===== config.mk =====
export PLATFORM = sky130hd
export DESIGN_NAME = sat_counter
export DESIGN_NICKNAME = d
export VERILOG_FILES = /design/src/rtl/sat_counter.sv
export SDC_FILE = /design/constraint.sdc
export NUM_CORES = 1
export LEC_CHECK = 0
export CAP_MARGIN = 30
export CORE_AREA = 4 4 69 71
export CTS_CLUSTER_DIAMETER = 80
export DETAILED_ROUTE_END_ITERATION = 6
export DIE_AREA = 0 0 73 75
export PLACE_DENSITY_LB_ADDON = 0.15
export SLEW_MARGIN = 30
export SYNTH_ARGS = -nofsm -noshare
export SYNTH_HDL_FRONTEND = slang
export SYNTH_SLANG_ARGS = --single-unit

===== constraint.sdc =====
create_clock -name clk -period 2 [get_ports clk]
set_input_delay 0.4 -clock clk [delete_from_list [all_inputs] [get_ports clk]]
set_output_delay 0.4 -clock clk [all_outputs]
set_load 0.02 [all_outputs]

===== src/rtl/sat_counter.sv =====
// Up-counter that sticks at all-ones; synchronous clear wins over increment.
module sat_counter #(
  parameter int CNT_W = 32
) (
  input  logic             clk,
  input  logic             rst_n,
  input  logic             inc,
  input  logic             clr,
  output logic [CNT_W-1:0] count
);

  logic [CNT_W-1:0] r_count;

  always_ff @(posedge clk or negedge rst_n) begin
    if (!rst_n) begin
      r_count <= '0;
    end else if (clr) begin
      r_count <= '0;
    end else if (inc && (r_count != '1)) begin
      r_count <= r_count + CNT_W'(1);
    end
  end

  assign count = r_count;

endmodule


==> impl_metrics.json <==
{
  "rows": 24,
  "synth-seq-area-share_pct": 43.2,
  "worst_setup_hold_path_clk_slew_ps": 70,
  "synth_compound_area_share_pct": 11.9,
  "cap_viol_max_count": 0,
  "cts_max_level": 2,
  "grt_max_degree": 41,
  "cts_hold_buf": 0,
  "antenna-diode-count": 0,
  "core_area_um2": 4230,
  "grt_util_all_layers_pct": 17.9,
  "tns_ps": 0,
  "p_per_area_nw_per_um2": 527,
  "vias": 1724,
  "grt_use_met1_pct": 24.0,
  "drt-total-wl_um": 4650,
  "synth_ff_type": "dfrtp_1",
  "use_met2_pct": 29.2,
  "fmax_ghz": 0.522,
  "mappedNetlistArea_um2": 1850,
  "viasPerCell": 5.35,
  "die_w_um": 73,
  "synthXorXnorAreaFrac_pct": 6.14,
  "syn2layout_area_growth_pct": 45.8,
  "dr.first_iter.drc_count": 98,
  "worstPathMaxFanout": 11,
  "largest_reg_flops": 32,
  "hold_violations": 0,
  "syn_inst": 198,
  "num-fill-cells": 364,
  "cts_tree": "built",
  "worst_pin_slew_ps": 583,
  "synth_seq_cells": 32,
  "hpwl_um": 3300,
  "arrival_ps": 2080,
  "synth_edf_count": 0,
  "port_buffers": 35,
  "leakagePower_nw": 1.15,
  "cts_inserted_buffers": 5,
  "finalMaxSlewViolations": 0,
  "finalInstanceArea_um2": 2700,
  "cp-end-kind": "flip-flop",
  "yosysWarnings": 0,
  "finalSetupViolCount": 0,
  "async_flop_share_pct": 100,
  "placed_cell_area_um2": 2540,
  "nets": 274,
  "place_congestion": 0.773,
  "grt_pass1_wl_um": 7630,
  "clock_sinks": 32,
  "die_h_um": 75,
  "clkLatencyLatePin_ps": 280,
  "hp-class": "input pin to async pin",
  "detailedRoute.firstPassIterationCount": 4,
  "busiest_layer": "met2",
  "pin_count": 36,
  "grt_pass1_vias": 1654,
  "drc": 0,
  "critPathRequiredTime_ps": 2170,
  "worstSetupStartpointType": "input pin",
  "synthMuxAreaShare_pct": 4.39,
  "yosys.area_share.simple_pct": 30.5,
  "min_period_ps": 1910,
  "syn_nets": 203,
  "post-route-period-util_pct": 95.7,
  "skew_ps": 7.31,
  "synth_area_per_cell_um2": 9.37,
  "detail_route.wl_per_cell_um": 14.4,
  "synthDistinctLibCells": 42,
  "die_area_um2": 5480,
  "cts_buffer_depth": 2,
  "peakVddDrop_mv": 0.334,
  "drtAntennaViolNets": 0,
  "critical_path_class": "input pin to flip-flop",
  "drive_gt1_share_pct": 25.2,
  "antenna_found_initial": 0,
  "status": "finished, final reports clean",
  "synthAdderAreaFrac_pct": 0.675,
  "synth_top_family_by_area": "simple AND/OR/NAND/NOR gates",
  "start_util_pct": 43.8,
  "root_buffer": "clkbuf_8",
  "slew-limit-headroom_pct": 60.8,
  "overflow": 0,
  "grt.met3_usage_pct": 3.74
}
cell usage after synthesis, types with 2 or more instances:
cell | count | area (um2)
buf_2 | 2 | 10.0
a21oi_1 | 11 | 55.1
or4_1 | 3 | 22.5
inv_1 | 7 | 26.3
nand4_1 | 6 | 37.5
nand3_1 | 12 | 60.1
and3_1 | 7 | 43.8
a31o_2 | 2 | 17.5
nor2_1 | 26 | 97.6
a21o_1 | 3 | 22.5
xnor2_1 | 10 | 87.6
nor4_2 | 2 | 25.0
nor3_1 | 4 | 20.0
o21ai_0 | 4 | 20.0
mux2_2 | 5 | 56.3
o31ai_1 | 3 | 22.5
a211oi_1 | 5 | 37.5
xor2_1 | 3 | 26.3
nor2b_1 | 6 | 37.5
clkbuf_1 | 4 | 15.0
nand2b_1 | 2 | 12.5
nand2_1 | 11 | 41.3
dfrtp_1 | 32 | 801
and2_1 | 3 | 18.8
or3_1 | 5 | 31.3
nor4_1 | 4 | 25.0
cells by family after synthesis:
family	after synthesis
AO/OA/AOI/OAI	32
XOR/XNOR	13
adder cells (fa/ha/maj)	1
buffers and inverters	14
flip-flops	32
multiplexers	7
AND/OR/NAND/NOR	99
layout by cell type (no fill, tap or decap), types with 7 or more instances in the layout:
cell,count
a21oi_1,11
and3_1,7
buf_4,35
clkbuf_8,7
clkdlybuf4s50_1,35
dfrtp_1,30
inv_1,7
nand2_1,11
nand3_1,12
nor2_1,26
xnor2_1,10
critical path: stages:
cell and delay [ps]:
clkdlybuf4s50_1 470, and3_1 190, nand4_1 120, a21o_4 260, nor4_2 270, mux2_2 360
layout make-up:
cell class	count	area, um2	area share [%]
tap	52	65.1	2.41
timing repair buffer	71	633	23.4
clock inverter	1	30.0	1.11
clock buffer	7	96.3	3.56
multi-input combinational	152	1050	38.8
inverter	7	26.3	0.972
sequential	32	803	29.7
report_power, final:
group / switching (mW) / internal, mW / total, mW
Sequential: 0.00288 / 0.652 / 0.655
Clock: 0.244 / 0.440 / 0.683
Combinational: 0.0501 / 0.0376 / 0.0877
per-stage QoR:
| stage | worst slack [ps] | instances | power [mW] | hold slack, ps | utilization, % |
|---|---|---|---|---|---|
| global placement | -235 | 314 | 0.755 | 576 | 59.9 |
| floorplan | 10.5 | 198 | 0.703 | 104 | - |
| finish | 86.1 | 322 | 1.43 | 515 | 63.9 |
| CTS | 10.1 | 322 | 1.44 | 526 | 63.1 |
| global route | -10.3 | 322 | 1.47 | 553 | 63.9 |
| detailed placement | -257 | 314 | 0.757 | 586 | 59.9 |
what timing repair did:
action,in CTS,in global routing
gates resized for setup,1,6
buffers inserted,0,0
cloned,0,0
setup endpoints to repair,1,13
layer usage:
layer	share of wire (%)	wire (um)
met5	0	0
met4	1.3	61
met3	3.6	169
met2	48	2250
met1	47	2170
path summary, 6_finish.rpt:
kind / startpoint / to / slack, ps / cells after the start
max: inc / count[27] / 90 / 6
max in group asynchronous: rst_n / count[1] / 1150 / 2
min in group clk: count[25] / count[25] / 600 / 2
min reg2reg: count[25] / count[25] / 600 / 2
min: rst_n / count[0] / 520 / 2
max reg2reg: count[0] / count[27] / 110 / 6
Power figures use the tool's default switching activity.
